`src/rtl/avalon_wait_injector.sv`:
```
// Wait-state injector between an Avalon-style master and a single-cycle RAM: W = fixed or LFSR-derived.
// Latency W+2 cycles from first request to completion; waitrequest stalls the master until COMPLETE.
module avalon_wait_injector #(
    parameter int         ADDR_WIDTH  = 32,
    parameter int         DATA_WIDTH  = 32,
    parameter int         READ_WAIT   = 2,
    parameter int         WRITE_WAIT  = 3,
    parameter int         RANDOM_MODE = 0,
    parameter int         MAX_WAIT    = 7,
    parameter logic [7:0] LFSR_SEED   = 8'hA5
) (
    input  logic                    clk,
    input  logic                    reset,
    input  logic                    read,
    input  logic                    write,
    input  logic [ADDR_WIDTH-1:0]   address,
    input  logic [DATA_WIDTH-1:0]   writedata,
    input  logic [DATA_WIDTH/8-1:0] byteenable,
    output logic                    waitrequest,
    output logic [DATA_WIDTH-1:0]   readdata,
    output logic                    mem_read,
    output logic                    mem_write,
    output logic [ADDR_WIDTH-1:0]   mem_address,
    output logic [DATA_WIDTH-1:0]   mem_writedata,
    output logic [DATA_WIDTH/8-1:0] mem_byteenable,
    input  logic [DATA_WIDTH-1:0]   mem_readdata,
    output logic                    protocol_error,
    output logic [31:0]             read_count,
    output logic [31:0]             write_count,
    output logic [31:0]             stall_count
);

    typedef enum logic [1:0] {
        S_IDLE,
        S_WAIT,
        S_ISSUE,
        S_COMPLETE
    } state_t;

    localparam logic [7:0] RD_WAIT    = 8'(READ_WAIT);
    localparam logic [7:0] WR_WAIT    = 8'(WRITE_WAIT);
    localparam logic [8:0] RAND_RANGE = 9'(MAX_WAIT + 1);

    state_t                  state;
    logic [7:0]              wait_cnt;
    logic [7:0]              lfsr;
    logic                    req_rd;
    logic                    req_wr;
    logic [DATA_WIDTH-1:0]   readdata_q;

    logic                    req;
    logic                    req_changed;
    logic                    lfsr_fb;
    logic [7:0]              lfsr_next;
    logic [7:0]              wait_load;

    assign req         = read | write;
    assign waitrequest = req && (state != S_COMPLETE);

    // Read data is forwarded straight from the RAM in the completion cycle, then held.
    assign readdata = (state == S_COMPLETE && req_rd) ? mem_readdata : readdata_q;

    // Any change to the request signature while it is stalled breaks the Avalon hold rule.
    assign req_changed = (read != req_rd) || (write != req_wr) || (address != mem_address);

    assign lfsr_fb   = lfsr[7] ^ lfsr[5] ^ lfsr[4] ^ lfsr[3];
    assign lfsr_next = {lfsr[6:0], lfsr_fb};

    always_comb begin
        wait_load = WR_WAIT;
        if (RANDOM_MODE != 0) begin
            wait_load = 8'({1'b0, lfsr} % RAND_RANGE);
        end else if (read) begin
            wait_load = RD_WAIT;
        end
    end

    always_ff @(posedge clk) begin
        if (!reset) begin
            state          <= S_IDLE;
            wait_cnt       <= '0;
            lfsr           <= LFSR_SEED;
            req_rd         <= 1'b0;
            req_wr         <= 1'b0;
            readdata_q     <= '0;
            mem_read       <= 1'b0;
            mem_write      <= 1'b0;
            mem_address    <= '0;
            mem_writedata  <= '0;
            mem_byteenable <= '0;
            protocol_error <= 1'b0;
            read_count     <= '0;
            write_count    <= '0;
            stall_count    <= '0;
        end else begin
            mem_read  <= 1'b0;
            mem_write <= 1'b0;
            if (waitrequest) begin
                stall_count <= stall_count + 32'd1;
            end

            case (state)
                S_IDLE: begin
                    if (req) begin
                        mem_address    <= address;
                        mem_writedata  <= writedata;
                        mem_byteenable <= byteenable;
                        req_rd         <= read;
                        req_wr         <= write;
                        wait_cnt       <= wait_load;
                        lfsr           <= lfsr_next;
                        if (read && write) begin
                            protocol_error <= 1'b1;
                        end
                        if (wait_load == 8'd0) begin
                            state     <= S_ISSUE;
                            mem_read  <= read;
                            mem_write <= ~read;
                        end else begin
                            state <= S_WAIT;
                        end
                    end
                end

                S_WAIT: begin
                    if (req_changed) begin
                        protocol_error <= 1'b1;
                        state          <= S_IDLE;
                    end else begin
                        wait_cnt <= wait_cnt - 8'd1;
                        if (wait_cnt == 8'd1) begin
                            state     <= S_ISSUE;
                            mem_read  <= req_rd;
                            mem_write <= ~req_rd;
                        end
                    end
                end

                // The strobe is already on the RAM bus this cycle; a violation only skips completion.
                S_ISSUE: begin
                    if (req_changed) begin
                        protocol_error <= 1'b1;
                        state          <= S_IDLE;
                    end else begin
                        state <= S_COMPLETE;
                    end
                end

                S_COMPLETE: begin
                    if (req_rd) begin
                        readdata_q <= mem_readdata;
                        read_count <= read_count + 32'd1;
                    end else begin
                        write_count <= write_count + 32'd1;
                    end
                    state <= S_IDLE;
                end

                default: state <= S_IDLE;
            endcase
        end
    end

endmodule

```
`config.mk`:
```
export PLATFORM = sky130hd
export DESIGN_NAME = avalon_wait_injector
export DESIGN_NICKNAME = d
export VERILOG_FILES = /design/src/rtl/avalon_wait_injector.sv
export SDC_FILE = /design/constraint.sdc
export NUM_CORES = 1
export LEC_CHECK = 0
export BUFFER_PORTS_ARGS = -buffer_cell sky130_fd_sc_hd__buf_2
export CORE_MARGIN = 3
export CORE_UTILIZATION = 25
export CTS_BUF_LIST = sky130_fd_sc_hd__clkbuf_16
export DETAILED_ROUTE_END_ITERATION = 8
export MAX_ROUTING_LAYER = met4
export SYNTH_ARGS = -nofsm -noshare
export SYNTH_HDL_FRONTEND = slang
export SYNTH_SLANG_ARGS = --single-unit
```
`constraint.sdc`:
```
create_clock -name clk -period 2.75 [get_ports clk]
set_input_delay 0.4125 -clock clk [delete_from_list [all_inputs] [get_ports clk]]
set_output_delay 0.4125 -clock clk [all_outputs]
set_load 0.005 [all_outputs]
```
Word level (Yosys, flattened, before mapping)

Index checks and enable logic that the tools add are counted.

Register bits: 211
Bits of input ports: 104
Output and inout bits: 200
Word-level logic and storage cells: 75

Add/subtract/negate cells: 4
Eq/ne operators: 13
Mux-type cells: 25
Bitwise operators: 3
Reductions and logical operators: 16

Operators with widths:

| kind                                                                   | count |
|---|---|
| 32-bit by 1-bit adder with 32-bit output (second input constant)       | 3 |
| 32-bit two-way mux                                                     | 1 |
| 32-bit != test                                                         | 1 |
| 8-bit two-way mux                                                      | 2 |
| 8-bit case mux with 2 select lines                                     | 1 |
| 1-bit two-way mux                                                      | 12 |
| 2-bit two-way mux                                                      | 5 |
| 8-bit by 1-bit equality test with 1-bit output (second input constant) | 1 |
| 8-bit zero test                                                        | 1 |
| 2-bit != test (second input constant)                                  | 4 |
| 2-bit case mux with 4 select lines                                     | 1 |
| 2-bit AND reduction                                                    | 4 |
| 8-bit by 1-bit subtractor with 8-bit output (second input constant)    | 1 |
| 1-bit case mux with 2 select lines                                     | 3 |
| 2-bit equality test (second input constant)                            | 2 |
| 4-bit AND reduction                                                    | 1 |
| 2-bit nonzero test                                                     | 2 |
| 1-bit logical AND                                                      | 3 |
| 3-bit != test (second input constant)                                  | 1 |
| 3-bit AND reduction                                                    | 1 |
| 2-bit by 1-bit equality test with 1-bit output (second input constant) | 1 |
| 2-bit zero test                                                        | 1 |
| 1-bit logical OR                                                       | 2 |
| 1-bit != test                                                          | 2 |
| 4 further kinds                                                        | 5 |

Logic depth before layout (Yosys ltp)

Depth in word-level cells: 5
Gate-level depth with buffers: 10
Depth with buffers taken out: 8

Worst setup path before layout

Ideal clock, no wire load.

Path type: reg2reg
From: register state[1]
To: register stall_count[26]
Setup time: 70 ps
Arrival: 1,956 ps
Required time: 2,680 ps
Slack: 723 ps
Cell stages (with the launch flop): 8
Path buffers: 0
Period minus slack after synthesis: 2,027 ps
Cells stage by stage: dfxtp_1 > ha_1 > o21bai_4 > nor4_4 > nor3b_4 > nand2_2 > or3_1 > a21oi_1

Longest elaborated chain between the ends: 2

RTL lines:

| element                | RTL line | RTL |
|---|---|---|
| from (decl)            | 44       | `state_t state;` |
| from (signal assigned) | 80       | `state <= S_IDLE;` |
| from (signal assigned) | 116      | `state <= S_ISSUE;` |
| from (signal assigned) | 120      | `state <= S_WAIT;` |
| 2-bit != test          | 58       | `assign waitrequest = req && (state != S_COMPLETE);` |
| 1-bit logical AND      | 58       |  |
| to (signal assigned)   | 99       | `stall_count <= stall_count + 32'd1;` |
| to (decl)              | 30       | `output logic [31:0] stall_count` |

No other way between the ends.
A chain may end at the register's enable or synchronous reset.

Worst setup path after layout

From: register state[1]
To: output port readdata[18]

Longest elaborated chain between the ends: 3

RTL lines:

| element             | RTL line | RTL |
|---|---|---|
| 2-bit equality test | 61       | `assign readdata = (state == S_COMPLETE && req_rd) ? mem_readdata : readdata_q;` |
| 1-bit logical AND   | 61       |  |
| 32-bit two-way mux  | 61       |  |
| to (decl)           | 20       | `output logic [DATA_WIDTH-1:0] readdata,` |

No other way between the ends.

==> impl_metrics.yaml <==
power:
  design_power_total_mw: 7.04
  p_clk_frac: 0.433
  pwr-share-comb: 0.105
  p_switching_mw: 1.83
  p_int_mw: 5.21
  p_seq_frac: 0.461
  power_density_over_the_cells_nw_per_um2: 594
  static-leakage-power_nw: 5.36
  power.ir.vdd_worst_mv: 0.454
  netSwitchingFraction: 0.260
yosys:
  async_flop_share: 0
  ys_types: 56
  synth-edff-count: 0
  synthesis.yosys.warnings: 0
  synth_cells: 1093
  ys_seq_area_frac: 0.466
  synth-main-ff-cell: "sky130_fd_sc_hd__dfxtp_1"
  yosys_register_bits: 211
  syn_area_um2: 9070
  syn-mean-instance-area_um2: 8.30
  mappedNetlistNets: 1207
cells_and_area:
  layoutNonFillerInstCount: 1862
  layout.nets: 1498
  drive_gt1_frac: 0.259
  synthToLayoutAreaGrowth_pct: 30.8
  finish.utilization: 0.333
  mostFrequentLayoutCell: "sky130_fd_sc_hd__buf_2"
  most-common-layout-cells: "sky130_fd_sc_hd__buf_2 (303), sky130_fd_sc_hd__nand2_1 (281), sky130_fd_sc_hd__dfxtp_1 (211), sky130_fd_sc_hd__a21oi_1 (92), sky130_fd_sc_hd__xnor2_1 (78)"
  final_cell_area_um2: 11900
grt:
  gr-usage-met3: 0.0303
  vias_in_the_first_global_route: 8097
  grt.total_usage: 0.137
  grt_antenna_before_repair: 2
  globalRoute.busiestLayer: "met2"
  gr-usage-met1: 0.176
  grt_pass1_wl_mm: 42.2
  grt_start_max_net_pins: 71
  grt.overflow.total: 0
  global_route.usage.met2: 0.216
die:
  initial_utilization: 0.254
  die-height_um: 196
  pin_count: 304
  coreArea_um2: 35700
  placement_rows: 69
  dieArea_um2: 38600
  die_width_um: 196
place:
  final_replace_weighted_congestion: 0.795
  dp_hpwl_mm: 19.4
  place_area_um2: 11100
  dpl.cell_count: 1818
  numPortBuffers: 303
worst_hold_path:
  worst_hold_path.num_cells: 3
  worstHoldEndpoint: "mem_writedata[25]$_SDFFE_PN0P_"
  timing.hold.worst.start: "writedata[25]"
  hp-class: "in2reg"
detailed_routing:
  total_via_count_in_the_routed_design: 8380
  routed_via_density: 4.50
  detail_route.wirelength_mm: 26.7
  drtAntennaViolNets: 0
  detail_route.wl_per_cell_um: 14.3
  detailedRoute.firstIterationViolations: 364
  first_drt_pass_iteration_count: 6
  drc: 0
sta:
  finalMaxSlewViolations: 0
  final.setup_skew_ns: 0.0112
  period_minus_slack_ns: 2.52
  fin_crit_sh: 0.916
  final_hold_viol_count: 0
  final.setup.tns_ns: 0
  max-slew-margin-rel: 0.501
  grt_setup_unrepaired: "false"
  finalSetupViolations: 0
  fmax_ghz: 0.397
  worst_slew_pin_slew_ns: 0.742
job:
  max_cap_viols: 0
worst_setup_path:
  cp-end-kind: "output pin"
  critical_path.startpoint_type: "flip-flop"
  timing.critical_path.required_ns: 2.34
  worstPathMaxFanout: 37
  worst_r2r_path_depth: 8
  r2r-end: "wait_cnt[6]$_SDFFE_PN0P_"
  cp_data_arrival_time_ns: 2.11
  reg2reg_from: "state[0]$_SDFFE_PN0P_"
  rrSetupSlack_ns: 0.34
  worst-setup-path-type: "reg2out"
run_status:
  status: "completed"
clocking:
  worst_setup_hold_path_clk_slew_ns: 0.05
  cts_hold_buffers: 0
  cts_root_buf: "sky130_fd_sc_hd__clkbuf_16"
  post_cts.repair.setup_buffers: 0
  tritoncts_clock_tree: "done"
  cts-buffers-inserted: 25
  cts_num_sinks: 211
  cts.path.max_buffers: 3
  insertion_delay_ns: 0.55
  cts-htree-levels: 1
-- state kept, by name, summed over array words and instances, names as in the netlist, 2 cells and up --
signal,count
read_count,32
mem_writedata,32
stall_count,32
wait_cnt,8
mem_byteenable,4
state,2
mem_address,32
readdata_q,32
write_count,32
-- cell type report --
type	count	area, µm²
Fill cell	3833	23800
Clock inverter	17	111
Sequential cell	211	4220
Timing Repair Buffer	316	1670
Multi-Input combinational cell	812	4580
Clock buffer	25	626
Tap cell	461	577
Inverter	18	70.1
Antenna cell	2	5.00
-- through the flow --
stage / hold WS (ns) / setup WS [ns]
after global placement: 0.437 / 0.305
after detailed placement: 0.445 / 0.315
after floorplan: 0.442 / 0.723
after CTS: 0.0616 / 0.0532
final: 0.109 / 0.230
after global routing: 0.0917 / 0.0349
-- worst max-delay path, cell delays in order (launching register included) --
cell and delay [ns]:
sky130_fd_sc_hd__dfxtp_1 0.40, sky130_fd_sc_hd__ha_1 0.25, sky130_fd_sc_hd__and2_1 0.26, sky130_fd_sc_hd__buf_6 0.32, sky130_fd_sc_hd__nand2_1 0.12, sky130_fd_sc_hd__nand2_1 0.09
sky130_fd_sc_hd__buf_2 0.11
-- power groups by stage --
stage / registers (mW) / clock network [mW] / logic [mW]
2_1_floorplan: 3.31 / 0 / 0.403
3_3_place_gp: 3.31 / 0 / 0.742
3_5_place_dp: 3.31 / 0 / 0.751
4_1_cts: 3.25 / 3.17 / 0.753
5_1_grt: 3.26 / 3.28 / 0.837
6_report: 3.25 / 3.05 / 0.743
-- cell usage after synthesis (all sizes together), types with 3 or more instances --
cell      n  area, µm²
a21boi   26        195
a21oi    92        460
and2     32        200
and3     14       87.6
and4     12        105
buf      12       60.1
clkbuf   40        150
dfxtp   211       4220
ha       10        125
inv      16       60.1
mux2i     3       30.0
nand2   282       1060
nand2b    3       18.8
nand3    41        205
nand4    24        163
nor2     75        282
nor3     12       65.1
nor4     11        111
o21ai    16       80.1
or3      14       87.6
xnor2    78        683
xor2     37        324
-- routing by layer --
| layer | up-vias | routed length (µm) |
|---|---|---|
| met4 | 0 | 569 |
| met2 | 271 | 12100 |
| met5 | - | 0 |
| li1 | 4225 | - |
| met3 | 37 | 1840 |
| met1 | 3847 | 12200 |
-- worst max-delay path by stage --
stage / startpoint / to / slack [ns] / depth (start not counted)
global placement: read / wait_cnt[4]$_SDFFE_PN0P_ / 0.31 / 8
floorplan: state[1]$_SDFFE_PN0P_ / stall_count[26]$_SDFFE_PN0P_ / 0.72 / 7
finish: state[1]$_SDFFE_PN0P_ / readdata[18] / 0.23 / 6
global route: state[1]$_SDFFE_PN0P_ / readdata[17] / 0.03 / 6
detailed placement: read / wait_cnt[4]$_SDFFE_PN0P_ / 0.31 / 8
CTS: state[1]$_SDFFE_PN0P_ / readdata[18] / 0.05 / 6
-- timing repair --
action	in CTS	in global routing
endpoints found under the hold margin	0	0
resized for setup	0	1
setup endpoints to repair	0	32
-- logic make-up (layout without fill, tap and decap cells) --
logic type | count (synthesis) | in the layout | share of synthesized area
xor gates and xnor gates | 115 | 115 | 0.111
and+or+nand+nor | 529 | 529 | 0.273
other | 0 | 2 | 0
AOI/OAI and AO/OA | 154 | 154 | 0.101
DFF | 211 | 211 | 0.466
buffers and inverters | 70 | 376 | 0.0306
adders and majority gates | 10 | 10 | 0.0138
muxes | 4 | 4 | 0.00455
No activity file was read; power rests on OpenSTA's default activity.
